`src/rtl/sequenceur_chute.sv`:
```
// Brick-game sequencer: spawns a brick, drops it one row per tick, signals landing,
// row clearing (aligne) and game over (perdu) to the three pile counters.
module sequenceur_chute #(
    parameter int NB_LIGNES = 6
) (
    input  logic       clk,
    input  logic       reset,
    input  logic       enable,
    input  logic       tick,
    input  logic [1:0] col,
    input  logic [2:0] hauteurGauche,
    input  logic [2:0] hauteurCentre,
    input  logic [2:0] hauteurDroite,
    output logic       plusGauche,
    output logic       plusCentre,
    output logic       plusDroite,
    output logic       aligne,
    output logic       perdu,
    output logic [2:0] row,
    output logic       actif
);

    typedef enum logic [3:0] {
        ATTENTE, APPARITION, CHUTE, POSE, MAJ, VERIF, RETRAIT, MAJ2, FIN
    } etat_t;

    localparam logic [3:0] LIM_POSE = 4'(NB_LIGNES - 1);
    localparam logic [3:0] LIM_PLEIN = 4'(NB_LIGNES);

    etat_t      r_state, w_state;
    logic [2:0] r_row, w_row;
    logic       r_actif, w_actif;
    logic       r_perdu, w_perdu;
    logic       r_aligne, w_aligne;
    logic [2:0] r_plus, w_plus;

    logic [2:0] w_h;
    logic [2:0] w_colsel;
    logic [3:0] w_sum;
    logic       w_plein;
    logic       w_ligne;

    // Column 3 is folded onto the centre column.
    always_comb begin
        w_h      = hauteurCentre;
        w_colsel = 3'b010;
        if (col == 2'd0) begin
            w_h      = hauteurGauche;
            w_colsel = 3'b001;
        end else if (col == 2'd2) begin
            w_h      = hauteurDroite;
            w_colsel = 3'b100;
        end
    end

    assign w_sum   = {1'b0, r_row} + {1'b0, w_h};
    assign w_plein = ({1'b0, hauteurGauche} >= LIM_PLEIN) ||
                     ({1'b0, hauteurCentre} >= LIM_PLEIN) ||
                     ({1'b0, hauteurDroite} >= LIM_PLEIN);
    assign w_ligne = (hauteurGauche != 3'd0) && (hauteurCentre != 3'd0) &&
                     (hauteurDroite != 3'd0);

    // Outputs are computed for the next state and registered with it.
    always_comb begin
        w_state  = r_state;
        w_row    = r_row;
        w_actif  = r_actif;
        w_perdu  = r_perdu;
        w_plus   = 3'b000;
        w_aligne = 1'b0;
        case (r_state)
            ATTENTE: if (enable) w_state = APPARITION;
            APPARITION: begin
                w_row   = 3'd0;
                w_actif = 1'b1;
                w_state = CHUTE;
            end
            CHUTE: begin
                if (tick && enable) begin
                    if (w_sum >= LIM_POSE) begin
                        w_state = POSE;
                        w_actif = 1'b0;
                        w_plus  = w_colsel;
                    end else begin
                        w_row = r_row + 3'd1;
                    end
                end
            end
            POSE: w_state = MAJ;
            MAJ:  w_state = VERIF;
            VERIF: begin
                if (w_plein) begin
                    w_state = FIN;
                    w_perdu = 1'b1;
                    w_actif = 1'b0;
                end else if (w_ligne) begin
                    w_state  = RETRAIT;
                    w_aligne = 1'b1;
                end else begin
                    w_state = APPARITION;
                end
            end
            RETRAIT: w_state = MAJ2;
            MAJ2:    w_state = APPARITION;
            FIN: begin
                w_perdu = 1'b1;
                w_actif = 1'b0;
            end
            default: w_state = ATTENTE;
        endcase
    end

    always_ff @(posedge clk) begin
        if (!reset) begin
            r_state  <= ATTENTE;
            r_row    <= 3'd0;
            r_actif  <= 1'b0;
            r_perdu  <= 1'b0;
            r_aligne <= 1'b0;
            r_plus   <= 3'b000;
        end else begin
            r_state  <= w_state;
            r_row    <= w_row;
            r_actif  <= w_actif;
            r_perdu  <= w_perdu;
            r_aligne <= w_aligne;
            r_plus   <= w_plus;
        end
    end

    assign plusGauche = r_plus[0];
    assign plusCentre = r_plus[1];
    assign plusDroite = r_plus[2];
    assign aligne     = r_aligne;
    assign perdu      = r_perdu;
    assign row        = r_row;
    assign actif      = r_actif;

endmodule
```
`config.mk`:
```
export PLATFORM = sky130hd
export DESIGN_NAME = sequenceur_chute
export DESIGN_NICKNAME = d
export VERILOG_FILES = /design/src/rtl/sequenceur_chute.sv
export SDC_FILE = /design/constraint.sdc
export NUM_CORES = 1
export LEC_CHECK = 0
export CORE_MARGIN = 2
export CORE_UTILIZATION = 46
export DETAILED_ROUTE_END_ITERATION = 10
export HOLD_SLACK_MARGIN = 0.02
export PLACE_DENSITY_LB_ADDON = 0.25
export SLEW_MARGIN = 0
export SYNTH_ARGS = -nofsm -noshare
export SYNTH_HDL_FRONTEND = slang
export SYNTH_SLANG_ARGS = --single-unit
```
`constraint.sdc`:
```
create_clock -name clk -period 2.8 [get_ports clk]
set_input_delay 0.42 -clock clk [delete_from_list [all_inputs] [get_ports clk]]
set_output_delay 0.42 -clock clk [all_outputs]
set_load 0.03 [all_outputs]
```
==> results of run 1 <==
power breakdown:
| group | internal [mW] | switching, mW |
|---|---|---|
| clock network | 0.0552 | 0.0574 |
| logic | 0.0682 | 0.0586 |
| registers | 0.196 | 0.0204 |
layer usage:
layer	up-vias	track usage, %	share of wire, %
met3	0	6.92	4.1
met4	0	3.33	0
li1	398	-	-
met2	23	36.2	53
met5	-	0	0
met1	361	23.8	43
final cells by class:
| cell class | count | area [µm²] | area share (%) |
|---|---|---|---|
| Multi-Input combinational cell | 73 | 523 | 46.7 |
| Timing Repair Buffer | 28 | 268 | 23.9 |
| Sequential cell | 13 | 260 | 23.2 |
| Tap cell | 25 | 31.3 | 2.79 |
| Clock buffer | 4 | 26.3 | 2.35 |
| Inverter | 3 | 11.3 | 1.01 |
worst reg2reg max path, cell delays in order (launching register included):
cell,delay (ps)
sky130_fd_sc_hd__dfxtp_1,420
sky130_fd_sc_hd__ha_1,220
sky130_fd_sc_hd__fa_1,420
sky130_fd_sc_hd__nor2_1,150
sky130_fd_sc_hd__o211ai_1,150
sky130_fd_sc_hd__or4_1,490
sky130_fd_sc_hd__a21boi_1,140
cell usage after synthesis:
library cell / number / area share, %
sky130_fd_sc_hd__fa_1: 1 / 2.4
sky130_fd_sc_hd__o2bb2ai_1: 1 / 1.0
sky130_fd_sc_hd__a21o_1: 1 / 0.89
sky130_fd_sc_hd__xnor2_1: 1 / 1.0
sky130_fd_sc_hd__and4bb_2: 1 / 1.5
sky130_fd_sc_hd__nor2_1: 3 / 1.3
sky130_fd_sc_hd__nand3_1: 2 / 1.2
sky130_fd_sc_hd__nor4_1: 1 / 0.74
sky130_fd_sc_hd__and3_1: 3 / 2.2
sky130_fd_sc_hd__a21boi_1: 1 / 0.89
sky130_fd_sc_hd__o21a_1: 2 / 1.8
sky130_fd_sc_hd__or2_2: 1 / 0.74
sky130_fd_sc_hd__a21oi_1: 4 / 2.4
sky130_fd_sc_hd__o211ai_1: 4 / 3.5
sky130_fd_sc_hd__inv_1: 3 / 1.3
sky130_fd_sc_hd__nand3_2: 1 / 1.2
sky130_fd_sc_hd__or3_1: 1 / 0.74
sky130_fd_sc_hd__buf_6: 1 / 1.3
sky130_fd_sc_hd__nand2b_1: 4 / 3.0
sky130_fd_sc_hd__o31ai_1: 1 / 0.89
sky130_fd_sc_hd__buf_8: 2 / 3.5
sky130_fd_sc_hd__a31oi_1: 1 / 0.74
sky130_fd_sc_hd__o211a_1: 1 / 1.2
sky130_fd_sc_hd__nor4b_4: 1 / 2.8
sky130_fd_sc_hd__nand2_1: 8 / 3.5
sky130_fd_sc_hd__nor3b_2: 1 / 1.5
sky130_fd_sc_hd__nor4b_1: 1 / 1.0
sky130_fd_sc_hd__buf_1: 1 / 0.44
sky130_fd_sc_hd__nand3b_1: 3 / 2.7
sky130_fd_sc_hd__nor3_1: 5 / 3.0
sky130_fd_sc_hd__o21ai_0: 7 / 4.1
sky130_fd_sc_hd__mux2i_1: 3 / 3.5
sky130_fd_sc_hd__clkbuf_1: 2 / 0.89
sky130_fd_sc_hd__nor3b_1: 1 / 0.89
sky130_fd_sc_hd__and2_1: 1 / 0.74
sky130_fd_sc_hd__nor2b_1: 1 / 0.74
sky130_fd_sc_hd__ha_1: 4 / 5.9
sky130_fd_sc_hd__dfxtp_1: 13 / 31
sky130_fd_sc_hd__a222oi_1: 1 / 1.2
sky130_fd_sc_hd__or4_1: 1 / 0.89
path summary, 6_finish.rpt:
check	from	to	slack [ps]	depth (start not counted)
worst max-delay path	col[1]	row[2]	150	9
worst min-delay path	perdu	perdu	460	1
worst max register to register	row[0]	row[2]	740	6
worst min register to register	perdu	perdu	460	1
sequential cells by signal (all words and copies together), names as in the netlist:
| register | flops |
|---|---|
| r_state | 4 |
| r_plus | 3 |
| row | 3 |
| actif | 1 |
| aligne | 1 |
| perdu | 1 |
cell families after synthesis:
logic type,synth area share [%]
AO/OA/AOI/OAI,18.6
XOR/XNOR,1.03
adder cells (fa/ha/maj),8.27
buffers and inverters,7.53
flip-flops,30.7
multiplexers,3.55
AND/OR/NAND/NOR,30.3
through the flow:
| stage | total power [mW] | setup WS [ps] |
|---|---|---|
| finish | 0.455 | 152 |
| global route | 0.484 | 30.4 |
| CTS | 0.460 | 93.1 |
| detailed placement | 0.346 | -183 |
| global placement | 0.342 | -69.6 |
| floorplan | 0.299 | 330 |
==> impl_metrics.csv, run 1 <==
group,metric,value,unit
run_status,status,"finished clean",
sta,timing_hold_violations_final,0,
finish,final_layout_size_suffix_gt1_share,10.7,%
clock_network,holdBufCountCts,0,
setup_path,critPathArrivalTime,2860,ps
finish,final_util,64.9,%
synthesis,postSynthAreaPerCell,8.92,µm²
setup_path,cell_breakdown_of_the_critical_path,"clkdlybuf4s50_1, mux2i_1, o21ai_0, ha_1, fa_1, nor2_1, o211ai_1, or4_1, a21boi_1",
detailed_routing,residual_drc_count,0,
placement,placed_area,1090,µm²
setup_path,max_stage_delay,540,ps
detailed_routing,route.final.wire_length,1.85,mm
sta,final_period_minus_worst_setup_slack,2650,ps
synthesis,netlist_instances,95,
floorplan,core_area,1730,µm²
setup_path,crit_family,"adder cells",
power,power_leakage,0.432,nW
clock_network,cts_root_buf,"sky130_fd_sc_hd__clkbuf_4",
floorplan,chipHeight,46.9,µm
detailed_routing,routed_via_density,5.36,
clock_network,clkTransAtPathRegs,70,ps
sta,final_count_of_pins_violating_max_slew,0,
sta,worst_hold_slack,460,ps
power,power.ir.vdd_worst,0.386,mV
setup_path,worst_path_required,3010,ps
global_routing,overall_routing_resource_usage,20.3,%
worst_hold_path,holdCritPathClass,"reg2reg",
finish,design_area,1120,µm²
synthesis,yosys_warnings,0,
global_routing,grt_first_pass_wirelength,3.13,mm
clock_network,clock_tree_from_tritoncts,"yes",
finish,diodes,0,
finish,number_of_standard_cells_in_the_final_layout_excluding_fillers,146,
detailed_routing,drtPass1Iterations,4,
floorplan,die_x,46.9,µm
synthesis,syn-num-nets,115,
placement,io_buffers,23,
synthesis,yosys.cell_types.count,40,
synthesis,synth.cell_area,847,µm²
flow_run,cap_violations,0,
clock_network,post-cts-setup-buffers,0,
setup_path,cp_buf_inv_count,1,
setup_path,endpoint_kind,"register",
finish,syn2layout_area_growth,32.2,%
clock_network,clk_latency,270,ps
clock_network,cts_repair_resized_insts,0,
setup_path,timing.setup.critical_path_class,"in2reg",
finish,design.final.nets,142,
placement,placed_cells_incl_taps,142,
sta,worstMarginPinSlew,532,ps
global_routing,first_global_vias,773,
finish,layout.cells.most_common,"sky130_fd_sc_hd__clkdlybuf4s50_1",
detailed_routing,remaining_antenna_violation_count,0,
clock_network,clock_tree.buffer_depth,2,
global_routing,global_route.overflow_total,0,
sta,maxSlewHeadroom,64.5,%
sta,finClkSkew,1.28,ps
floorplan,fp-row-count,15,
detailed_routing,routed_wire_length_per_instance,12.7,µm
floorplan,initial_utilization,49.1,%
clock_network,cts.htree.levels,1,
global_routing,grt_antenna_before_repair,0,
placement,gp_routability_congestion,0.893,
detailed_routing,drtIter0Drc,5,
floorplan,design.die.area,2200,µm²
synthesis,synth_sequential_area_ratio,30.7,%
synthesis,synthesis_stage_register_bit_count,13,
setup_path,crit_path_start_kind,"input port",
sta,grt_setup_unrepaired,"no",
power,power_density,407,nW/µm²
sta,setup_violations,0,
floorplan,design.portCount,24,
setup_path,critical_path.max_fanout,4,
clock_network,clock_sink_count,13,
finish,mostFrequentLayoutCells,"sky130_fd_sc_hd__clkdlybuf4s50_1, sky130_fd_sc_hd__dfxtp_1, sky130_fd_sc_hd__nand2_1",
finish,fillCellCount,162,
global_routing,maximum_number_of_pins_on_one_net_before_global_route_repair,12,
setup_path,timing.critical_path.slowest_stage_cell,"sky130_fd_sc_hd__clkdlybuf4s50_1",
placement,place_hpwl,1.46,mm
sta,setup_total_negative_slack,0,ps
sta,fmaxAchievable,0.378,GHz
clock_network,cts_buffers,3,
sta,fin_crit_sh,94.6,%
detailed_routing,dr_total_vias,782,
Note: power is estimated with default switching activity, not from simulation.
==> run 2: changes to the inputs <==
RECOVER_POWER = 25   (was not set)
==> run 2 against run 1 <==
Effect of this change: sequential power about the same; flip-flop and latch count unchanged; register-to-register slack about the same; first-iteration DRC count unchanged; wire length about the same; worst hold slack unchanged; fmax about the same; largest cell class unchanged.
==> impl_metrics.csv, run 2 (synthesized netlist as in run 1, its figures left out) <==
group,metric,value,unit
run_status,status,"finished clean",
sta,grt_setup_unrepaired,"no",
finish,design.final.nets,142,
power,power_leakage,0.443,nW
sta,timing_hold_violations_final,0,
finish,registers.top_by_ff_count,"r_state",
power,power.switching_fraction,30.0,%
floorplan,fp-row-count,15,
setup_path,critical_path.max_fanout,4,
finish,syn2layout_area_growth,32.2,%
sta,final_period_minus_worst_setup_slack,2650,ps
detailed_routing,route.final.wire_length,1.85,mm
finish,final_layout_size_suffix_gt1_share,10.7,%
detailed_routing,residual_drc_count,0,
sta,finClkSkew,1.28,ps
floorplan,chipHeight,46.9,µm
finish,layout.cells.most_common,"sky130_fd_sc_hd__clkdlybuf4s50_1",
floorplan,design.die.area,2200,µm²
finish,largest_register_ff_count,4,
finish,mostFrequentLayoutCells,"sky130_fd_sc_hd__clkdlybuf4s50_1, sky130_fd_sc_hd__dfxtp_1, sky130_fd_sc_hd__nand2_1",
clock_network,cts_buffers,3,
sta,fin_crit_sh,94.6,%
flow_run,cap_violations,0,
clock_network,clkTransAtPathRegs,70,ps
sta,setup_total_negative_slack,0,ps
power,clockPowerShare,24.7,%
floorplan,initial_utilization,49.1,%
detailed_routing,routed_via_density,5.36,
clock_network,clock_tree_from_tritoncts,"yes",
power,power_switching,0.136,mW
setup_path,crit_path_start_kind,"input port",
power,internal_power,0.319,mW
clock_network,clk_latency,270,ps
sta,final_count_of_pins_violating_max_slew,0,
power,power_frac_comb,27.8,%
finish,number_of_standard_cells_in_the_final_layout_excluding_fillers,146,
floorplan,die_x,46.9,µm
global_routing,overall_routing_resource_usage,20.3,%
global_routing,grt_first_pass_wirelength,3.13,mm
detailed_routing,drtPass1Iterations,4,
power,power.ir.vdd_worst,0.385,mV
clock_network,cts_root_buf,"sky130_fd_sc_hd__clkbuf_4",
setup_path,timing.setup.critical_path_class,"in2reg",
power,power_density,406,nW/µm²
sta,worstMarginPinSlew,532,ps
placement,io_buffers,23,
global_routing,maximum_number_of_pins_on_one_net_before_global_route_repair,12,
sta,setup_violations,0,
sta,final.setup.worst_slack,152,ps
detailed_routing,dr_total_vias,782,
worst_hold_path,holdCritPathClass,"reg2reg",
sta,maxSlewHeadroom,64.5,%
clock_network,clock_tree.buffer_depth,2,
detailed_routing,routed_wire_length_per_instance,12.7,µm
clock_network,clock_sink_count,13,
global_routing,grt_antenna_before_repair,0,
placement,gp_routability_congestion,0.893,
setup_path,critPathArrivalTime,2860,ps
setup_path,endpoint_kind,"register",
detailed_routing,drtIter0Drc,5,
floorplan,design.portCount,24,
floorplan,core_area,1730,µm²
setup_path,worst_path_required,3010,ps
global_routing,first_global_vias,773,
placement,place_hpwl,1.46,mm
clock_network,cts.htree.levels,1,
sta,worst_hold_slack,460,ps
finish,diodes,0,
placement,placed_cells_incl_taps,142,
placement,preCtsSetupSlack,-183,ps
power,pwr-share-seq,47.5,%
sta,fmaxAchievable,0.378,GHz
setup_path,r2r_setup_slack,740,ps
detailed_routing,remaining_antenna_violation_count,0,
global_routing,global_route.overflow_total,0,
==> run 2: routing by layer <==
layer,global-route usage (%),wire length (µm)
met5,0,0
met4,3.33,0
met3,6.92,76
met2,36.2,979
met1,23.8,793
==> run 2: layout make-up <==
class,count,area [µm²]
fillers,162,607
multi-input cells,73,523
repair buffers,28,268
flip-flops and latches,13,260
well taps,25,31.3
clock buffers,4,26.3
inverters,3,11.3
==> run 2: critical path, stage by stage <==
cell and delay, ps:
sky130_fd_sc_hd__clkdlybuf4s50_1 540, sky130_fd_sc_hd__mux2i_1 200, sky130_fd_sc_hd__o21ai_0 100, sky130_fd_sc_hd__ha_1 220
sky130_fd_sc_hd__fa_1 440, sky130_fd_sc_hd__nor2_1 150, sky130_fd_sc_hd__o211ai_1 150, sky130_fd_sc_hd__or4_1 490
sky130_fd_sc_hd__a21boi_1 140
==> run 2: metrics by stage <==
| stage | power [mW] | util, % | area (µm²) |
|---|---|---|---|
| 6_report | 0.455 | 64.9 | 1120 |
| 5_1_grt | 0.484 | 64.9 | 1120 |
| 4_1_cts | 0.460 | 64.9 | 1120 |
| 3_5_place_dp | 0.346 | 63.3 | 1090 |
| 3_3_place_gp | 0.342 | 63.3 | 1090 |
| 2_1_floorplan | 0.299 | - | 847 |
==> run 2: power groups by stage <==
stage / registers (mW) / logic [mW] / clock network [mW]
finish: 0.216 / 0.126 / 0.113
global route: 0.218 / 0.139 / 0.127
CTS: 0.215 / 0.127 / 0.117
detailed placement: 0.220 / 0.126 / 0
global placement: 0.219 / 0.123 / 0
floorplan: 0.217 / 0.0822 / 0
==> run 2: path summary, 6_finish.rpt <==
| path | depth (start not counted) | to | startpoint |
|---|---|---|---|
| max | 9 | row[2] | col[1] |
| min reg2reg | 1 | perdu | perdu |
| max reg2reg | 6 | row[2] | row[0] |
| min | 1 | perdu | perdu |
==> run 2: what timing repair did <==
action,in CTS,in global routing
hold buffers,0,0
setup endpoints to repair,0,1
buffers inserted,0,0
gates resized for setup,0,1
==> run 3: changes to the inputs <==
CTS_BUF_LIST = sky130_fd_sc_hd__clkbuf_16   (was not set)
==> run 3 against run 2 <==
Effect of this change: die area is the same; total power grew 34%; design area grew 5.6%; via count grew 2.7%; core utilization grew 3.6 points; register-to-register slack gained 30 ps; critical endpoint unchanged; global-route usage grew 1.3 points; first-iteration DRC count grew to 3.2 times the previous value; count of clock-buffer cells in the layout shrank 1; flip-flop and latch count is the same; cell count is the same.
==> impl_metrics.csv, run 3 (synthesized netlist as in run 1, its figures left out) <==
group,metric,value,unit
finish,syn2layout_area_growth,39.6,%
clock_network,clock_sink_count,13,
power,power_leakage,0.481,nW
clock_network,clkTransAtPathRegs,40,ps
sta,fmaxAchievable,0.375,GHz
floorplan,fp-row-count,15,
sta,fin_crit_sh,95.4,%
worst_hold_path,hold_path_startpoint,"perdu",
setup_path,cp_buf_inv_count,1,
floorplan,die_x,46.9,µm
global_routing,maximum_number_of_pins_on_one_net_before_global_route_repair,12,
finish,mostFrequentLayoutCells,"sky130_fd_sc_hd__clkdlybuf4s50_1, sky130_fd_sc_hd__dfxtp_1, sky130_fd_sc_hd__nand2_1",
sta,worstMarginPinSlew,596,ps
setup_path,cell_breakdown_of_the_critical_path,"clkdlybuf4s50_1, mux2i_1, o21ai_0, ha_1, fa_1, xnor2_2, o211ai_1, or4_1, a21boi_1",
detailed_routing,drtPass1Iterations,4,
setup_path,worst_path_required,2970,ps
floorplan,design.die.area,2200,µm²
detailed_routing,route.final.wire_length,1.99,mm
setup_path,endpoint_kind,"register",
finish,largest_register_ff_count,4,
sta,final_period_minus_worst_setup_slack,2670,ps
clock_network,clock_tree.buffer_depth,2,
clock_network,cts_repair_resized_insts,0,
global_routing,grt_first_pass_wirelength,3.31,mm
finish,registers.top_by_ff_count,"r_state",
placement,gp_routability_congestion,0.893,
sta,timing_hold_violations_final,0,
setup_path,r2r_cells,6,
detailed_routing,residual_drc_count,0,
setup_path,critical_path.reg2reg.startpoint,"row[0]",
worst_hold_path,holdCritPathClass,"reg2reg",
setup_path,critical_path.reg2reg.endpoint,"row[2]",
setup_path,timing.critical_path.slowest_stage_cell,"sky130_fd_sc_hd__clkdlybuf4s50_1",
detailed_routing,dr_total_vias,803,
setup_path,critical_path.max_fanout,4,
finish,design.final.nets,142,
floorplan,chipHeight,46.9,µm
detailed_routing,routed_via_density,5.50,
run_status,status,"finished clean",
flow_run,cap_violations,0,
global_routing,overall_routing_resource_usage,21.5,%
setup_path,critPathArrivalTime,2840,ps
global_routing,grt_antenna_before_repair,0,
global_routing,global_route.overflow_total,0,
detailed_routing,drtIter0Drc,16,
global_routing,first_global_vias,790,
setup_path,worst_setup_path_startpoint,"col[1]",
finish,diodes,0,
floorplan,initial_utilization,49.1,%
sta,setup_violations,0,
clock_network,cts_root_buf,"sky130_fd_sc_hd__clkbuf_16",
clock_network,post-cts-setup-buffers,0,
placement,io_buffers,23,
setup_path,r2r_setup_slack,770,ps
clock_network,cts_buffers,3,
detailed_routing,routed_wire_length_per_instance,13.6,µm
power,power,0.611,mW
clock_network,clock_tree_from_tritoncts,"yes",
sta,finClkSkew,0.849,ps
detailed_routing,remaining_antenna_violation_count,0,
power,power_density,517,nW/µm²
worst_hold_path,hold_path_depth,1,
setup_path,crit_path_start_kind,"input port",
floorplan,design.portCount,24,
sta,setup_total_negative_slack,0,ps
clock_network,clk_latency,240,ps
setup_path,max_stage_delay,540,ps
sta,maxSlewHeadroom,60.3,%
setup_path,crit_family,"adder cells",
worst_hold_path,holdPathEnd,"perdu",
floorplan,core_area,1730,µm²
finish,layout.cells.most_common,"sky130_fd_sc_hd__clkdlybuf4s50_1",
power,power.ir.vdd_worst,0.489,mV
setup_path,timing.setup.critical_path_class,"in2reg",
clock_network,holdBufCountCts,0,
sta,final_count_of_pins_violating_max_slew,0,
finish,final_layout_size_suffix_gt1_share,12.4,%
placement,place_hpwl,1.46,mm
clock_network,cts.htree.levels,1,
run 3: worst max-delay path by stage:
stage / cells after the start / slack (ps) / to
CTS: 9 / 50 / row[2]
global placement: 9 / -70 / row[2]
finish: 9 / 130 / row[2]
floorplan: 9 / 330 / row[2]
detailed placement: 9 / -180 / row[2]
global route: 9 / -0.3 / row[2]
run 3: report_power, final:
part | total (mW) | switching [mW] | internal, mW
sequential | 0.217 | 0.0204 | 0.197
clock | 0.263 | 0.0748 | 0.188
combinational | 0.131 | 0.0623 | 0.0687
run 3: final cells by class:
cell class              count  area [µm²]
flip-flops and latches     13         260
multi-input cells          73         533
well taps                  25        31.3
inverters                   3        11.3
repair buffers             28         268
clock buffers               3        75.1
clock inverters             1        3.75
fillers                   150         544
run 3: per-layer routing:
| metal | vias up | routed length (µm) | GRT usage (%) |
|---|---|---|---|
| met2 | 22 | 1050 | 38.6 |
| met4 | 0 | 19 | 3.33 |
| li1 | 400 | - | - |
| met5 | - | 0 | 0 |
| met1 | 377 | 838 | 25.5 |
| met3 | 4 | 80 | 6.92 |
run 3: worst reg2reg max path: stages, from the launching register on:
cell and delay, ps:
sky130_fd_sc_hd__dfxtp_1 350, sky130_fd_sc_hd__ha_1 240, sky130_fd_sc_hd__fa_1 420, sky130_fd_sc_hd__xnor2_2 180, sky130_fd_sc_hd__o211ai_1 130, sky130_fd_sc_hd__or4_1 490, sky130_fd_sc_hd__a21boi_1 140
run 3: stage by stage:
step	instance area, µm²	setup WS (ps)	hold slack, ps	std cells	utilization (%)
floorplan	847	330	588	95	-
global placement	1090	-69.6	435	142	63.3
detailed placement	1090	-183	447	142	63.3
CTS	1170	49.9	470	146	67.9
global route	1180	-0.302	489	146	68.5
finish	1180	130	466	146	68.5
